$ cat config.mk
export PLATFORM = sky130hd
export DESIGN_NAME = ssd1306_spi_receiver
export DESIGN_NICKNAME = d
export VERILOG_FILES = /design/src/rtl/ssd1306_spi_receiver.sv
export SDC_FILE = /design/constraint.sdc
export NUM_CORES = 1
export LEC_CHECK = 0
export CORE_UTILIZATION = 56
export DETAILED_ROUTE_END_ITERATION = 16
export PLACE_DENSITY = 0.79
export RECOVER_POWER = 50
export SYNTH_ARGS = -nofsm -noshare
export SYNTH_HDL_FRONTEND = slang
export SYNTH_SLANG_ARGS = --single-unit
$ cat constraint.sdc
create_clock -name clk_in -period 1.8 [get_ports clk_in]
set_input_delay 0.27 -clock clk_in [delete_from_list [all_inputs] [get_ports clk_in]]
set_output_delay 0.27 -clock clk_in [all_outputs]
set_load 0.02 [all_outputs]
$ cat src/rtl/ssd1306_spi_receiver.sv
// ssd1306_spi_receiver: oversampling SSD1306 4-wire SPI responder that decodes window/display
// commands and turns GDDRAM data bytes into addressed write strobes.
module ssd1306_spi_receiver #(
    parameter int COLS  = 128,
    parameter int PAGES = 8
) (
    input  logic                                   clk_in,
    input  logic                                   resetn_in,
    input  logic                                   spi_csn_in,
    input  logic                                   spi_dc_in,
    input  logic                                   spi_clk_in,
    input  logic                                   spi_mosi_in,
    output logic [7:0]                             byte_out,
    output logic                                   byte_dc_out,
    output logic                                   byte_valid_out,
    output logic                                   gram_we_out,
    output logic [$clog2(PAGES)+$clog2(COLS)-1:0]  gram_addr_out,
    output logic [7:0]                             gram_data_out,
    output logic                                   display_on_out,
    output logic                                   frame_done_out,
    output logic                                   cmd_error_out
);
    localparam int CW = $clog2(COLS);
    localparam int PW = $clog2(PAGES);

    typedef enum logic [1:0] {IDLE, ARG1, ARG2} state_t;

    state_t          state, state_nx;
    logic [1:0]      csn_s, dc_s, sck_s, mosi_s;
    logic            sck_d;
    logic [2:0]      bit_cnt;
    logic [6:0]      shift;
    logic            page_cmd, one_arg;
    logic [CW-1:0]   arg_start;
    logic [CW-1:0]   col_start, col_end, col_ptr;
    logic [PW-1:0]   page_start, page_end, page_ptr;

    logic csn_hi, sck_rise, cmd_valid, data_valid, is_win, is_one, abort, col_wrap, page_wrap;

    assign csn_hi     = csn_s[1];
    assign sck_rise   = sck_s[1] & ~sck_d & ~csn_hi;
    assign cmd_valid  = byte_valid_out & ~byte_dc_out;
    assign data_valid = byte_valid_out & byte_dc_out;
    assign is_win     = byte_out == 8'h21 || byte_out == 8'h22;
    assign is_one     = byte_out inside {8'h20, 8'h81, 8'h8D, 8'hA8, 8'hD3, 8'hD5, 8'hD9, 8'hDA, 8'hDB};
    // A pending argument is lost if data arrives or the frame ends first.
    assign abort      = state != IDLE && (data_valid || (!byte_valid_out && csn_hi));
    assign col_wrap   = col_ptr == col_end;
    assign page_wrap  = page_ptr == page_end;

    always_comb begin
        state_nx = state;
        if (abort)
            state_nx = IDLE;
        else if (cmd_valid)
            state_nx = state == IDLE ? (is_win || is_one ? ARG1 : IDLE)
                     : state == ARG1 ? (one_arg ? IDLE : ARG2) : IDLE;
    end

    always_ff @(posedge clk_in) begin
        if (!resetn_in) begin
            csn_s  <= 2'b11;
            dc_s   <= '0;
            sck_s  <= '0;
            mosi_s <= '0;
            sck_d  <= 1'b0;
        end else begin
            csn_s  <= {csn_s[0], spi_csn_in};
            dc_s   <= {dc_s[0], spi_dc_in};
            sck_s  <= {sck_s[0], spi_clk_in};
            mosi_s <= {mosi_s[0], spi_mosi_in};
            sck_d  <= sck_s[1];
        end
    end

    always_ff @(posedge clk_in) begin
        if (!resetn_in) begin
            state          <= IDLE;
            bit_cnt        <= '0;
            shift          <= '0;
            byte_out       <= '0;
            byte_dc_out    <= 1'b0;
            byte_valid_out <= 1'b0;
            gram_we_out    <= 1'b0;
            gram_addr_out  <= '0;
            gram_data_out  <= '0;
            display_on_out <= 1'b0;
            frame_done_out <= 1'b0;
            cmd_error_out  <= 1'b0;
            page_cmd       <= 1'b0;
            one_arg        <= 1'b0;
            arg_start      <= '0;
            col_start      <= '0;
            col_end        <= CW'(COLS - 1);
            col_ptr        <= '0;
            page_start     <= '0;
            page_end       <= PW'(PAGES - 1);
            page_ptr       <= '0;
        end else begin
            state          <= state_nx;
            byte_valid_out <= 1'b0;
            gram_we_out    <= 1'b0;
            frame_done_out <= 1'b0;
            if (csn_hi) begin
                bit_cnt <= '0;
                shift   <= '0;
                if (bit_cnt != 3'd0)
                    cmd_error_out <= 1'b1;
            end else if (sck_rise) begin
                shift   <= {shift[5:0], mosi_s[1]};
                bit_cnt <= bit_cnt + 3'd1;
                if (bit_cnt == 3'd7) begin
                    byte_out       <= {shift, mosi_s[1]};
                    byte_dc_out    <= dc_s[1];
                    byte_valid_out <= 1'b1;
                end
            end
            if (abort)
                cmd_error_out <= 1'b1;
            if (cmd_valid && state == IDLE) begin
                page_cmd <= byte_out == 8'h22;
                one_arg  <= is_one;
                if (byte_out[7:1] == 7'h57)
                    display_on_out <= byte_out[0];
            end
            if (cmd_valid && state == ARG1)
                arg_start <= byte_out[CW-1:0];
            if (cmd_valid && state == ARG2) begin
                if (page_cmd) begin
                    page_start <= arg_start[PW-1:0];
                    page_end   <= byte_out[PW-1:0];
                    page_ptr   <= arg_start[PW-1:0];
                end else begin
                    col_start <= arg_start;
                    col_end   <= byte_out[CW-1:0];
                    col_ptr   <= arg_start;
                end
            end
            if (data_valid) begin
                gram_we_out    <= 1'b1;
                gram_addr_out  <= {page_ptr, col_ptr};
                gram_data_out  <= byte_out;
                frame_done_out <= col_wrap && page_wrap;
                col_ptr        <= col_wrap ? col_start : col_ptr + 1'b1;
                if (col_wrap)
                    page_ptr <= page_wrap ? page_start : page_ptr + 1'b1;
            end
        end
    end
endmodule

==> results.yml <==
clock_tree:
  clk_pin_slew_worst_paths_ns: 0.09
  cts_buffer_depth: 2
  numCtsBuffers: 9
  clock_tree.root_cell: "clkbuf_8"
  cts.sinks: 92
  cts_tree: "done"
  hold_buffers: 0
  post_cts_buffers: 0
  h-tree-depth: 3
  worst_skew_pair.late_latency_ns: 0.36
global_route:
  grt_pass1_wl_mm: 13.8
  gr-total-overflow: 0
  track_usage_pct: 24.5
  grt_pass1_vias: 2958
  grt_start_max_net_pins: 57
  antenna_found_initial: 0
power_and_ir_drop:
  leakage_nw: 1.67
  power_mw: 3.37
  power.share.switching_pct: 22.6
  ir_worst_vdd_mv: 0.885
  p_comb_share_pct: 2.0
  seqPwrFrac_pct: 60.7
  p_sw_uw: 762
  p_clk_share_pct: 37.3
  p_per_area_nw_per_um2: 743
  p_int_mw: 2.61
yosys:
  synth-edff-count: 0
  syn_nets: 456
  synth_most_common_cell: "nand2_1"
  synthCells: 445
  syn_area_um2: 3810
  synth.avg_cell_area_um2: 8.56
  synth_warnings: 0
  ys_seq_area_share_pct: 48.3
  yosys-top-cells-area: "dfxtp_1 (48%), nand2_1 (12%), a21oi_1 (8.0%), mux2i_1 (3.4%), xnor2_1 (2.3%)"
  ys_seq_elements: 92
  synth_common_cells: "nand2_1 (126), dfxtp_1 (92), a21oi_1 (61)"
  synth_ff_type: "dfxtp_1"
  synth_cell_types: 47
  yosys.area.top_type: "dfxtp_1"
  synth-async-reset-ratio_pct: 0
  synth_top_area_share_pct: 48.3
sta:
  fmax_mhz: 566
  tightestPinTransition_ns: 0.485
  grt_setup_unrepaired: "no"
  fin_setup_tns_ns: 0
  finClkSkew_ns: 0.00593
  finalCritPeriodShare_pct: 98.2
  fin_crit_ns: 1.77
  maxSlewViolCount: 0
  setup_ws_ns: 0.0324
  hold_ws_ns: 0.416
  slew_headroom_pct: 67.7
  setup_viol: 0
  timing_hold_violations_final: 0
final_layout:
  antenna_cells: 0
  num-nets-final: 502
  fin_area_um2: 4540
  syn_to_final_growth_pct: 19.1
  regArea_um2: 1850
  fill_cells: 504
  multi_input_area_um2: 1810
  final_layout_size_suffix_gt1_share_pct: 11.9
placed_design:
  dpl_cell_area_um2: 4380
  dp_hpwl_mm: 5.62
  dp_slack_ns: 0.128
  io_buffers: 37
  place.gp.congestion: 0.840
die:
  core_area_um2: 6460
  chipHeight_um: 84.5
  die_w_um: 84.5
  io_pins: 38
  initial_utilization_pct: 59.0
  dieArea_um2: 7140
  rows: 29
routing:
  drt-total-wl_mm: 8.01
  first_pass_iters: 11
  drc: 2
  vias: 3103
  wl_per_cell_um: 14.0
  drt_iter0_drc: 212
  postRouteAntennaNets: 0
  viasPerCell: 5.42
run_status:
  status: "finished, violations left"
  violations: "design-rule violations"
critical_path:
  path_buf_inv: 1
  required_ns: 1.53
  slowest_stage: "clkdlybuf4s50_1"
  cp-end-kind: "output pin"
  path_cells: "clkdlybuf4s50_1"
  cp-start-kind: "register"
  slowest_delay_ns: 0.66
  crit_family: "buffers and inverters"
  worstPathArrival_ns: 1.50
  cp_max_fo: 5
  crit_type: "reg -> out"
hold_path:
  holdCritPathClass: "reg -> reg"
flow_run:
  maxCapViolations: 0
==> power groups by stage <==
| stage | combinational (mW) | sequential [mW] | clock, mW |
|---|---|---|---|
| CTS | 0.0699 | 2.05 | 1.28 |
| finish | 0.0679 | 2.05 | 1.26 |
| floorplan | 0.0417 | 2.09 | 0 |
| global route | 0.0746 | 2.05 | 1.36 |
| detailed placement | 0.0699 | 2.09 | 0 |
| global placement | 0.0691 | 2.09 | 0 |
==> final timing paths <==
check | from | to | slack (ns) | cells past startpoint
max | byte_out[6] | byte_out[6] | 0.03 | 1
min | csn_s[0] | csn_s[1] | 0.42 | 1
max reg2reg | byte_dc_out | col_ptr[1] | 0.10 | 5
min reg2reg | csn_s[0] | csn_s[1] | 0.42 | 1
==> through the flow <==
stage	std cells	utilization, %
after global routing	573	70.3
after detailed placement	557	67.7
after floorplan	445	-
after CTS	573	70.5
after global placement	557	67.7
final	573	70.3
==> flip-flops by register name (all words and copies together) (netlist names), 2 cells and up <==
name           count
col_start          7
gram_addr_out     10
col_ptr            7
col_end            7
csn_s              2
page_ptr           3
state              2
byte_out           8
arg_start          7
gram_data_out      8
bit_cnt            3
dc_s               2
page_end           3
mosi_s             2
sck_s              2
page_start         3
shift              7
==> layout by cell type, fill, tap and decap left out, types with 6 or more instances in the layout <==
cell type          n
buf_4             21
dfxtp_1           89
mux2i_1           13
nand2_1          126
nand2b_1           6
and2_1             8
xor2_1             9
clkbuf_8          10
nor2_1            13
a21oi_1           61
xnor2_1           10
nand3_1           14
clkdlybuf4s50_1   36
==> routing by layer <==
metal | vias to the layer above | track usage [%] | routed length (um)
met3 | 13 | 6.69 | 406
li1 | 1576 | - | -
met1 | 1431 | 30.2 | 3530
met5 | - | 0 | 0
met2 | 83 | 41.2 | 3940
met4 | 0 | 8.78 | 138
==> cell families (layout without fill, tap and decap cells) <==
kind of cell / after synthesis / after routing / synth area share, %
compound gates: 83 / 83 / 12.8
flops: 92 / 92 / 48.3
buf+inv: 35 / 86 / 4.07
fa+ha+maj: 5 / 5 / 1.64
simple gates: 194 / 194 / 24.0
xor+xnor: 20 / 20 / 4.79
mux: 16 / 16 / 4.30
==> layout make-up <==
type                            count  area share (%)
Sequential cell                    92            40.7
Multi-Input combinational cell    318            39.9
Timing Repair Buffer               65            13.0
Clock buffer                       11            3.11
Tap cell                           77            2.12
Clock inverter                      5           0.799
Inverter                            5           0.413
==> repair_timing <==
action,in CTS,in global routing
gates resized for setup,1,2
setup endpoints to repair,1,2
hold endpoints to repair,0,0
(Power assumes the default switching activity.)
